$ cat config.mk
export PLATFORM = sky130hd
export DESIGN_NAME = dual_grant_issue
export DESIGN_NICKNAME = d
export VERILOG_FILES = /design/src/rtl/dual_grant_issue.sv
export SDC_FILE = /design/constraint.sdc
export NUM_CORES = 1
export LEC_CHECK = 0
export ABC_AREA = 1
export BUFFER_PORTS_ARGS = -buffer_cell sky130_fd_sc_hd__buf_2
export CAP_MARGIN = 25
export CORE_MARGIN = 10
export CORE_UTILIZATION = 40
export DETAILED_ROUTE_END_ITERATION = 7
export GPL_TIMING_DRIVEN = 0
export PLACE_DENSITY = 0.72
export SLEW_MARGIN = 20
export SYNTH_ARGS = -nofsm -noshare
export SYNTH_HDL_FRONTEND = slang
export SYNTH_SLANG_ARGS = --single-unit
$ cat constraint.sdc
create_clock -name clk -period 3.9 [get_ports clk]
set_clock_uncertainty 0.1 [all_clocks]
set_input_delay 0.39 -clock clk [delete_from_list [all_inputs] [get_ports clk]]
set_output_delay 0.39 -clock clk [all_outputs]
set_load 0.01 [all_outputs]
$ cat src/rtl/dual_grant_issue.sv
// Two-channel grant issuer fed by an external dual priority encoder over the pending vector.
// Optional completed-handshake counter enabled by defining GRANT_CNT_EN.
module dual_grant_issue #(
    parameter int N = 12,
    parameter int M = 4
) (
    input  logic         clk,
    input  logic         rst_n,
    input  logic [N-1:0] req_in,
    input  logic         flush,
    output logic [N-1:0] pend,
    input  logic [M-1:0] first,
    input  logic [M-1:0] second,
    output logic         g0_valid,
    output logic [M-1:0] g0_code,
    input  logic         g0_ready,
    output logic         g1_valid,
    output logic [M-1:0] g1_code,
    input  logic         g1_ready,
    output logic [15:0]  gnt_cnt
);

    typedef enum logic {EMPTY = 1'b0, FULL = 1'b1} ch_state_e;

    ch_state_e    st0_q, st0_d, st1_q, st1_d;
    logic [M-1:0] code0_q, code0_d, code1_q, code1_d;
    logic [N-1:0] pend_q, pend_d, clr;
    logic [M-1:0] ch1_src;
    logic         free0, free1, ok_first, ok_second, load0, load1;

    // A code is loadable only if it is in range and its pending bit is actually set.
    function automatic logic code_ok(input logic [M-1:0] c, input logic [N-1:0] p);
        logic ok;
        ok = 1'b0;
        for (int i = 0; i < N; i++)
            if (c == M'(i + 1) && p[i]) ok = 1'b1;
        return ok;
    endfunction

    function automatic logic [N-1:0] onehot(input logic [M-1:0] c);
        logic [N-1:0] oh;
        oh = '0;
        for (int i = 0; i < N; i++)
            if (c == M'(i + 1)) oh[i] = 1'b1;
        return oh;
    endfunction

    always_comb begin
        st0_d     = st0_q;
        st1_d     = st1_q;
        code0_d   = code0_q;
        code1_d   = code1_q;
        load0     = 1'b0;
        load1     = 1'b0;
        ch1_src   = first;
        free0     = (st0_q == EMPTY) || g0_ready;
        free1     = (st1_q == EMPTY) || g1_ready;
        ok_first  = code_ok(first, pend_q);
        ok_second = code_ok(second, pend_q) && (second != first);

        // A channel that stays full keeps its code; never load that same code into the other one.
        if (!flush) begin
            if (free0 && free1) begin
                load0   = ok_first;
                load1   = ok_second;
                ch1_src = second;
            end else if (free0) begin
                load0 = ok_first && (first != code1_q);
            end else if (free1) begin
                load1 = ok_first && (first != code0_q);
            end
        end

        if (free0) begin
            st0_d   = load0 ? FULL : EMPTY;
            code0_d = load0 ? first : '0;
        end
        if (free1) begin
            st1_d   = load1 ? FULL : EMPTY;
            code1_d = load1 ? ch1_src : '0;
        end

        clr = (load0 ? onehot(first) : '0) | (load1 ? onehot(ch1_src) : '0);
        // Set wins over clear: a request arriving as its code issues is kept for a later issue.
        pend_d = flush ? req_in : ((pend_q & ~clr) | req_in);
    end

    always_ff @(posedge clk) begin
        if (!rst_n) begin
            st0_q   <= EMPTY;
            st1_q   <= EMPTY;
            code0_q <= '0;
            code1_q <= '0;
            pend_q  <= '0;
        end else begin
            st0_q   <= st0_d;
            st1_q   <= st1_d;
            code0_q <= code0_d;
            code1_q <= code1_d;
            pend_q  <= pend_d;
        end
    end

    assign pend     = pend_q;
    assign g0_valid = (st0_q == FULL);
    assign g1_valid = (st1_q == FULL);
    assign g0_code  = code0_q;
    assign g1_code  = code1_q;

`ifdef GRANT_CNT_EN
    logic [15:0] cnt_q, cnt_d;
    logic [16:0] cnt_sum;

    always_comb begin
        cnt_sum = {1'b0, cnt_q}
                + 17'((st0_q == FULL) && g0_ready)
                + 17'((st1_q == FULL) && g1_ready);
        cnt_d   = cnt_sum[16] ? 16'hFFFF : cnt_sum[15:0];
    end

    always_ff @(posedge clk) begin
        if (!rst_n) cnt_q <= '0;
        else        cnt_q <= cnt_d;
    end

    assign gnt_cnt = cnt_q;
`else
    assign gnt_cnt = '0;
`endif

endmodule

# == Yosys cells after proc, flatten, opt, wreduce, memory -nomap -nowiden ==
# Index checks and enable logic that the tools add are counted.
# op_classes
bitwise_logic,6
muxes,64
eq_ne,39
reduce_logical,30
# ops
operator,n
"4-bit == test, second input constant",15
1-bit 2-to-1 mux,57
"4-bit by 3-bit == test with 1-bit output, second input constant",12
12-bit 2-to-1 mux,3
1-bit logical AND,28
"4-bit by 2-bit == test with 1-bit output, second input constant",6
12-bit bitwise OR,2
4-bit 2-to-1 mux,4
12-bit AND,1
"4-bit by 1-bit == test with 1-bit output, second input constant",3
4-bit inequality test,3
12-bit NOT,1
1-bit logical OR,2
1-bit NOT,2
# word_totals
output_inout_bits,38
reg_bits,22

# == Longest topological paths before layout ==
# Gate-level depths: netlist of run 1.
# depth
word_depth,25
mapped_depth,14

# == Least setup slack after synthesis of run 1 ==
# Ideal clock, no wire load.
# synth_path
path_type,input -> register
startpoint,input port first[2]
endpoint,"register pend_q[10], in the netlist pend[10]"
path_buffers,2
t_arrival_ns,1.458
setup_ns,0.141
stages,14
path_slack_ns,2.202
path_cell_list,buf_6 > inv_6 > nand2_4 > nor2_2 > nand2_2 > nand2_2 > nor2_4 > nand3_4 > nand2_2 > nand2_2 > buf_6 > nand3_2 > nand2_1 > a21oi_2
# synth_between
elab_chain_cells,25
# synth_rtl
item,line,text
from (decl),12,"input logic [M-1:0] first,"
4-bit by 1-bit == test with 1-bit output,36,if (c == M'(i + 1) && p[i]) ok = 1'b1;
1-bit logical AND,36,
1-bit 2-to-1 mux (12 in a row),36,
1-bit logical AND,70,load1 = ok_first && (first != code0_q);
1-bit 2-to-1 mux,69,end else if (free1) begin
1-bit 2-to-1 mux,67,end else if (free0) begin
1-bit 2-to-1 mux,63,if (free0 && free1) begin
1-bit 2-to-1 mux,62,if (!flush) begin
12-bit 2-to-1 mux,83,clr = (load0 ? onehot(first) : '0) | (load1 ? onehot(ch1_src) : '0);
12-bit bitwise OR (*),83,
12-bit NOT (*),85,pend_d = flush ? req_in : ((pend_q & ~clr) | req_in);
12-bit AND (*),85,
12-bit bitwise OR (*),85,
12-bit 2-to-1 mux (*),85,
to (signal assigned),100,pend_q <= pend_d;
to (decl),27,"logic [N-1:0] pend_q, pend_d, clr;"
# Every way passes the cells marked *; elsewhere a longest branch is shown, timed or not.
# A chain may end at the register's enable or synchronous reset.

# == Worst setup path after layout of run 1 ==
# layout_path
startpoint,"register st0_q, in the netlist g0_valid"
endpoint,"register pend_q[3], in the netlist pend[3]"
# layout_between
elab_chain_cells,13
# layout_rtl
item,line,text
from (decl),25,"ch_state_e st0_q, st0_d, st1_q, st1_d;"
from (signal assigned),96,st0_q <= st0_d;
1-bit NOT (*),56,free0 = (st0_q == EMPTY) || g0_ready;
1-bit logical OR (*),56,
1-bit logical AND,63,
4-bit 2-to-1 mux,63,
4-bit 2-to-1 mux,62,
4-bit by 3-bit == test with 1-bit output,44,if (c == M'(i + 1)) oh[i] = 1'b1;
1-bit 2-to-1 mux,44,
12-bit 2-to-1 mux,83,
12-bit bitwise OR (*),83,
12-bit NOT (*),85,
12-bit AND (*),85,
12-bit bitwise OR (*),85,
12-bit 2-to-1 mux (*),85,
# Marks and branches as above.

==> results_dict.tcl, run 1 <==
set metrics [dict create \
    status "finished, final reports clean" \
    leakagePower_nw 1.380 \
    cts.sinks 22 \
    cts_tree "yes" \
    slew_headroom_pct 53.57 \
    hold_depth 3 \
    htreeDepth 1 \
    hold_class "in2reg" \
    placedCellCount 494 \
    antenna_found_initial 0 \
    power_density_mw_per_mm2 237.2 \
    end_kind "flop" \
    rows 27 \
    diodes 0 \
    initial_utilization_pct 41.02 \
    cts_made_buffers 3 \
    grt_start_max_net_pins 12 \
    grt_pass1_vias 2157 \
    post-route-period-util_pct 48.94 \
    crit_fanout 8 \
    synthCells 367 \
    nets 452 \
    seq_area_frac_synth_pct 19.62 \
    grt_usage_pct 14.40 \
    io_buffers 40 \
    ant_nets 0 \
    avgViaCountPerCell 4.523 \
    slew_viol_final 0 \
    die_h_um 94.91 \
    fin_cells 497 \
    path_cells "nand2_4 -> nand2_1 -> inv_2 -> nand2_4 -> o21ai_0 -> nand2_1 -> nor2_1 -> nand3_2 -> nand2_1 -> a21oi_2" \
    ctsHoldBuffers 0 \
    critPathLaunchType "flop" \
    period_minus_slack_ps 1909 \
    finalSetupViolCount 0 \
    crit_top_cell "nand2_1" \
    cts_buffer_depth 2 \
    synth_area_per_cell_um2 6.116 \
    dieArea_mm2 0.009008 \
    synth-seq-cells 22 \
    path_clk_slew_ps 80 \
    post_drt_wl_per_cell_um 12.57 \
    areaGrowthSynthToFinish_pct 17.28 \
    grt_first_pass_wirelength_mm 10.47 \
    drc 0 \
    yosys_warnings 0 \
    dr_total_vias 2248 \
    grt_setup_unrepaired "false" \
    r2r_cells 10 \
    grt.overflow.total 0 \
    holdWs_ps 254.4 \
    yosys.cell_types.count 27 \
    crit_required_ps 3930 \
    postCtsSetupRepairBufs 0 \
    drt_pass1_iterations 4 \
    path_class "reg2reg" \
    crit_arrival_ps 1940 \
    netlist_area_mm2 0.002245 \
    tightest_slew_ps 696.4 \
    drt-total-wl_mm 6.247 \
    tns_ps 0 \
    maxCapViolations 0 \
    clockRootBuffer "clkbuf_8" \
    fmax_mhz 524.0 \
    dp_hpwl_mm 5.162 \
    drive_gt1_share_pct 30.12 \
    core_area_mm2 0.005473 \
    boundaryPins 63 \
    hold_viol_final 0 \
    clk_latency_ps 260 \
    die_w_um 94.91 \
    drtIter0Drc 114 \
    r2r_slack_ps 1990 \
    peakVddDrop_v 0.0001306 \
    place_congestion 0.9902 \
    slowest_stage "o21ai_0" \
    cts_resized 0 \
    max_stage_delay_ps 410 \
]
[Yosys cell counts, drive strengths merged]
| cell type | number | share of area, % |
|---|---|---|
| conb | 1 | 0.17 |
| inv | 67 | 12 |
| nor3 | 1 | 0.22 |
| nand3 | 46 | 13 |
| dfxtp | 22 | 20 |
| o21ai | 8 | 1.8 |
| nand2 | 95 | 18 |
| o22ai | 4 | 2.2 |
| clkbuf | 3 | 0.50 |
| nand4 | 4 | 1.1 |
| nor2 | 63 | 12 |
| a21oi | 19 | 5.9 |
| or2 | 1 | 0.28 |
| xnor2 | 6 | 2.3 |
| buf | 27 | 10 |
[cells in the final DEF (no fill, tap or decap), types with 4 or more instances in the layout]
master and instances:
inv_1 56, nand2_2 7, xnor2_1 6, nand4_1 4
a21oi_2 10, nor2_2 7, nor2_1 53, o21ai_0 4
a21oi_1 9, buf_4 19, conb_1 16, o21ai_1 4
buf_6 8, nand2_1 83, dfxtp_1 22, nand3_1 35
buf_2 40, inv_2 7, nand2_4 5, o22ai_2 4
nand3_2 10
[flip-flops by register name (all words and copies together) (netlist names)]
| register | flops |
|---|---|
| g0_code | 4 |
| g0_valid | 1 |
| g1_code | 4 |
| g1_valid | 1 |
| pend | 12 |
[logic make-up (layout without fill, tap and decap cells)]
kind of cell              count (synthesis)  in the layout  share of synthesized area [%]
xor gates and xnor gates                  6              6                          2.341
DFF                                      22             22                          19.62
buffers and inverters                    97            140                          22.63
other                                     1             16                         0.1671
AOI/OAI and AO/OA                        31             31                          9.922
and+or+nand+nor                         210            210                          45.32
[worst paths after layout]
| kind | startpoint | endpoint |
|---|---|---|
| worst max-delay path | g0_valid | pend[3] |
| worst min-delay path | req_in[2] | pend[2] |
| worst max register to register | g0_valid | pend[3] |
| worst min register to register | g1_code[0] | g1_code[0] |
[area by class of cell]
class / count / area [um^2]
buffer: 30 / 244.0
clock buffer: 3 / 41.29
fill: 603 / 2840
inverter: 67 / 264.0
multi-input combinational: 263 / 1353
sequential: 22 / 440.4
tap: 72 / 90.09
timing repair buffer: 40 / 200.2
[per-stage QoR]
stage          worst slack (ps)  power [mW]  cell area (um^2)  utilization [%]
2_1_floorplan              2202      0.4257              2301                -
5_1_grt                    1784      0.6712              2633            48.10
3_5_place_dp               1813      0.4839              2591            47.35
4_1_cts                    2000      0.6325              2633            48.10
3_3_place_gp               1832      0.4813              2591            47.35
6_report                   1991      0.6243              2633            48.10
[power breakdown]
part	switching, mW	internal (mW)
clock network	0.0753	0.0691
registers	0.0140	0.237
logic	0.143	0.0861
[metal layers]
metal / wire, um / vias up / track usage (%)
li1: - / 1198 / -
met4: 97 / 0 / 4.489
met3: 491 / 9 / 3.648
met2: 2898 / 64 / 24.31
met1: 2759 / 977 / 17.49
met5: 0 / - / 0
[worst max-delay path, delay by kind of cell (launching register included)]
family                 cells  cell delay, ps
buffers and inverters      1              80
AOI/OAI and AO/OA          2             460
and+or+nand+nor            7             790
DFF                        1             340
Power figures use the tool's default switching activity.
==> inputs of run 2 (changes only) <==
Clock period 3.9 ns to 1.9 ns, I/O delays scaled along.
==> run 2 against run 1 <==
Against the previous run:
- sequential power rose by 110%
- non-clock buffer count did not move
- maximum frequency rose by 8.5%
- power rose by 110%
- utilization rose by 0.48 points
- largest cell class unchanged
- critical path depth rose by 1
==> results_dict.tcl, run 2 (same netlist as run 1, synthesis figures left out) <==
set metrics [dict create \
    crit_fanout 10 \
    maxCapViolations 0 \
    swShare_pct 37.42 \
    hp-start "req_in[2]" \
    die_w_um 94.91 \
    cts_tree "yes" \
    rr_startpoint "g0_valid" \
    final_common_cell "nand2_1" \
    io_buffers 40 \
    grt.overflow.total 0 \
    path_class "reg2reg" \
    rows 27 \
    core_area_mm2 0.005473 \
    r2r_slack_ps 140 \
    dp_hpwl_mm 5.162 \
    tns_ps 0 \
    slew_viol_final 0 \
    cts.sinks 22 \
    comb_power_share_pct 37.1 \
    hold_viol_final 0 \
    power_density_mw_per_mm2 486.1 \
    grt_setup_unrepaired "true" \
    grt_first_pass_wirelength_mm 10.47 \
    initial_utilization_pct 41.02 \
    hold_depth 3 \
    grt_usage_pct 14.40 \
    hold_class "in2reg" \
    place_area_mm2 0.002591 \
    grt_pass1_vias 2157 \
    fill_cells 591 \
    ant_nets 0 \
    slew_headroom_pct 53.44 \
    avgViaCountPerCell 4.590 \
    crit_arrival_ps 1790 \
    post-route-period-util_pct 92.58 \
    m1WireLength_mm 2.743 \
    fmax_mhz 568.5 \
    antenna_found_initial 0 \
    largest_reg_flops 12 \
    path_clk_slew_ps 80 \
    grt_start_max_net_pins 12 \
    cell_internal_pwr_mw 0.8087 \
    layout_common_cells "nand2_1 (80), inv_1 (56), nor2_1 (49), buf_2 (40), nand3_1 (35)" \
    nets 452 \
    fin_cells 497 \
    leakagePower_nw 1.384 \
    dr_total_vias 2281 \
    period_minus_slack_ps 1759 \
    postCtsSetupRepairBufs 0 \
    diodes 0 \
    finalSetupViolCount 0 \
    htreeDepth 1 \
    power_frac_clock_pct 23.0 \
    drt_pass1_iterations 4 \
    p_switching_mw 0.4837 \
    r2r_cells 11 \
    dr_wl_met3_um 493 \
    areaGrowthSynthToFinish_pct 18.45 \
    design_area_mm2 0.002659 \
    dieArea_mm2 0.009008 \
    clockRootBuffer "clkbuf_8" \
    holdPathEnd "pend[2]" \
    drtIter0Drc 132 \
    boundaryPins 63 \
    drc 0 \
    seqPwrFrac_pct 39.9 \
    end_kind "flop" \
    cts_made_buffers 3 \
    dr_wl_met2_mm 2.930 \
    maxUsedRoutingLayer "met4" \
    die_h_um 94.91 \
    final_util_pct 48.58 \
    post_drt_wl_per_cell_um 12.60 \
    place_congestion 0.9902 \
    regArea_um2 441.7 \
    reg2reg_to "pend[4]" \
    clk_latency_ps 260 \
    cts_buffer_depth 2 \
    peakVddDrop_v 0.0002678 \
    placedCellCount 494 \
    crit_required_ps 1930 \
    tightest_slew_ps 698.3 \
    status "finished, final reports clean" \
    ctsHoldBuffers 0 \
    drive_gt1_share_pct 32.47 \
    drt-total-wl_mm 6.264 \
    critPathLaunchType "flop" \
    multiInputGateArea_mm2 0.001378 \
]
[run 2: cell counts in the layout (fill, tap and decap cells not counted)]
No cell type changed its count.
[run 2: how the worst max path moves through the flow]
| stage | start | endpoint | depth (start not counted) |
|---|---|---|---|
| final | g0_valid | pend[4] | 11 |
| after floorplan | g0_valid | pend[5] | 12 |
| after detailed placement | g1_valid | pend[10] | 10 |
| after global placement | g1_valid | pend[9] | 10 |
| after global routing | g0_valid | pend[4] | 11 |
| after CTS | g1_valid | pend[6] | 10 |
[run 2: worst max-delay path, cell delays in order (launching register included)]
cell	delay, ps
dfxtp_2	340
nand2_4	110
nand2_1	70
inv_2	80
nand2_4	80
buf_6	150
o21ai_1	170
nand2_1	140
nor2_1	170
nand3_2	90
nand2_1	80
a21oi_2	50
[run 2: layout make-up]
class	instances	share of cell area (%)
clock buffer	3	1.553
timing repair buffer	40	7.529
sequential	22	16.61
multi-input combinational	263	51.81
buffer	30	9.176
tap	72	3.388
inverter	67	9.929
[run 2: power groups by stage]
stage | Combinational, mW | Sequential (mW) | Clock [mW]
after floorplan | 0.344 | 0.530 | 0
after global placement | 0.462 | 0.526 | 0
after detailed placement | 0.467 | 0.526 | 0
after CTS | 0.470 | 0.515 | 0.314
after global routing | 0.542 | 0.520 | 0.327
final | 0.480 | 0.516 | 0.297
[run 2: what timing repair did]
action / CTS / global route
pin swaps: 0 / 2
setup endpoints to repair: 1 / 12
resized for setup: 1 / 13
[run 2: routing by layer]
layer / vias to the layer above / track usage (%)
li1: 1200 / -
met1: 997 / 17.49
met2: 74 / 24.31
met3: 10 / 3.648
met4: 0 / 4.489
met5: - / 0
[run 2: through the flow]
stage	hold WS, ps	worst slack [ps]	power [mW]
final	53.04	141.1	1.292
after floorplan	223.8	250.7	0.8739
after CTS	45.05	24.62	1.299
after global routing	58.96	-13.84	1.389
after detailed placement	335.3	11.95	0.9933
after global placement	334.3	25.96	0.9879
==> inputs of run 3 (changes only) <==
Settings changed: PLACE_DENSITY 0.72 to 0.74.
Clock period 1.9 ns to 1.4 ns, I/O delays scaled along.
==> run 3 against run 2 <==
Against the previous run:
- the run now ends with hold timing, setup timing left
- die area did not move
- count of clock-buffer cells in the layout rose by 1
- sequential share of layout area fell by 2.2 points
- sequential cell count did not move
- cell area rose by 22%
- utilization rose by 11 points
- sequential power rose by 37%
- non-clock buffer count rose by 21
- critical path depth rose by 2
==> results_dict.tcl, run 3 (same netlist as run 1, synthesis figures left out) <==
set metrics [dict create \
    path_clk_slew_ps 90 \
    slew_viol_final 0 \
    grt_pass1_vias 2313 \
    cts_buffer_depth 2 \
    crit_buf_inv 3 \
    drt_pass1_iterations 5 \
    end_kind "flop" \
    cts.sinks 22 \
    die_w_um 94.91 \
    rows 27 \
    maxCapViolations 0 \
    grt.overflow.total 0 \
    initial_utilization_pct 41.02 \
    leakagePower_nw 1.588 \
    fmax_mhz 576.5 \
    status "finished with violations" \
    slew_headroom_pct 53.28 \
    dr_total_vias 2602 \
    grt_start_max_net_pins 13 \
    grt_setup_unrepaired "true" \
    place_congestion 0.9561 \
    placedCellCount 494 \
    antenna_found_initial 0 \
    tightest_slew_ps 700.8 \
    largest_reg_flops 12 \
    core_area_mm2 0.005473 \
    critPathLaunchType "flop" \
    dieArea_mm2 0.009008 \
    drive_gt1_share_pct 47.87 \
    clockRootBuffer "clkbuf_8" \
    crit_required_ps 1450 \
    drc 0 \
    diodes 0 \
    violations "hold timing, setup timing" \
    path_class "reg2reg" \
    finalSetupViolCount 21 \
    fin_cells 519 \
    grt_first_pass_wirelength_mm 11.18 \
    areaGrowthSynthToFinish_pct 44.20 \
    final_common_cell "inv_1" \
    crit_arrival_ps 1780 \
    period_minus_slack_ps 1735 \
    power_density_mw_per_mm2 640.2 \
    crit_fanout 5 \
    die_h_um 94.91 \
    layout_setup_ws_ps -334.7 \
    hold_viol_final 3 \
    holdWs_ps -8.313 \
    grt_usage_pct 15.32 \
    max_stage_delay_ps 380 \
    cp_top_family "simple AND/OR/NAND/NOR gates" \
    boundaryPins 63 \
    post-route-period-util_pct 123.9 \
    htreeDepth 1 \
    slowest_stage "dfxtp_4" \
    cts_made_buffers 3 \
    final_util_pct 59.14 \
    nets 473 \
    avgViaCountPerCell 5.013 \
    io_buffers 40 \
    hold_class "in2reg" \
    fill_cells 519 \
    clk_latency_ps 280 \
    post_drt_wl_per_cell_um 14.94 \
    path_cells "nand2_8 -> nand2_4 -> inv_4 -> nand2_8 -> buf_6 -> buf_8 -> nand2_2 -> o21ai_4 -> nand2_4 -> nor2_2 -> nand3_2 -> nand2_2 -> a21oi_2" \
    layout_common_cells "inv_1 (56), nand2_1 (55), buf_2 (40), nor2_1 (38), nand3_1 (34)" \
    dp_hpwl_mm 5.182 \
    cts_tree "yes" \
    ant_nets 0 \
    peakVddDrop_v 0.0003854 \
    drt-total-wl_mm 7.756 \
    drtIter0Drc 261 \
]
==> run 3: tightest hold or removal path, stage by stage <==
cell     delay, ps
buf_2          100
inv_1           50
a21oi_2         50
==> run 3: per-layer routing <==
layer | up-vias | global-route usage [%] | wire, um
met4 | 0 | 4.738 | 201
met3 | 23 | 3.965 | 811
met1 | 1175 | 18.90 | 3020
li1 | 1249 | - | -
met2 | 155 | 25.46 | 3723
met5 | - | 0 | 0
==> run 3: report_power, final <==
group / total (mW) / switching [mW] / internal, mW
registers: 0.709 / 0.0457 / 0.663
logic: 0.922 / 0.562 / 0.361
clock network: 0.441 / 0.236 / 0.205
total: 2.07 / 0.844 / 1.23
==> run 3: timing repair <==
action                                  in CTS  in global routing
hold buffers                                 5                  1
gates resized for setup                     37                 70
pin swaps                                    9                 22
endpoints found under the hold margin        5                  1
endpoints found under the setup margin      20                 22
gates cloned                                 2                  0
buffers inserted                             9                  4
==> run 3: cell type report <==
cell class,instances,area (um^2),area share [%]
repair buffers,61,400.4,12.37
multi-input cells,263,1717,53.03
clock buffers,4,45.04,1.392
well taps,72,90.09,2.783
flip-flops and latches,22,466.7,14.42
inverters,67,266.5,8.233
plain buffers,30,251.5,7.770
==> run 3: metrics by stage <==
| step | TNS [ps] | setup slack (ps) | cell area (um^2) | power (mW) |
|---|---|---|---|---|
| CTS | -3748 | -293.0 | 2947 | 1.914 |
| detailed placement | -4308 | -330.3 | 2616 | 1.364 |
| floorplan | -1479 | -146.4 | 2326 | 1.195 |
| global placement | -3685 | -290.2 | 2616 | 1.350 |
| finish | -4509 | -334.7 | 3237 | 2.072 |
| global route | -6336 | -422.7 | 3237 | 2.173 |
==> run 3: worst paths after layout <==
kind | from | to | slack, ps | depth (start not counted)
max reg2reg | g0_valid | pend[7] | -330 | 13
max | g0_valid | pend[7] | -330 | 13
min reg2reg | g1_code[1] | g1_code[1] | 380 | 2
min | req_in[4] | pend[4] | -8 | 3
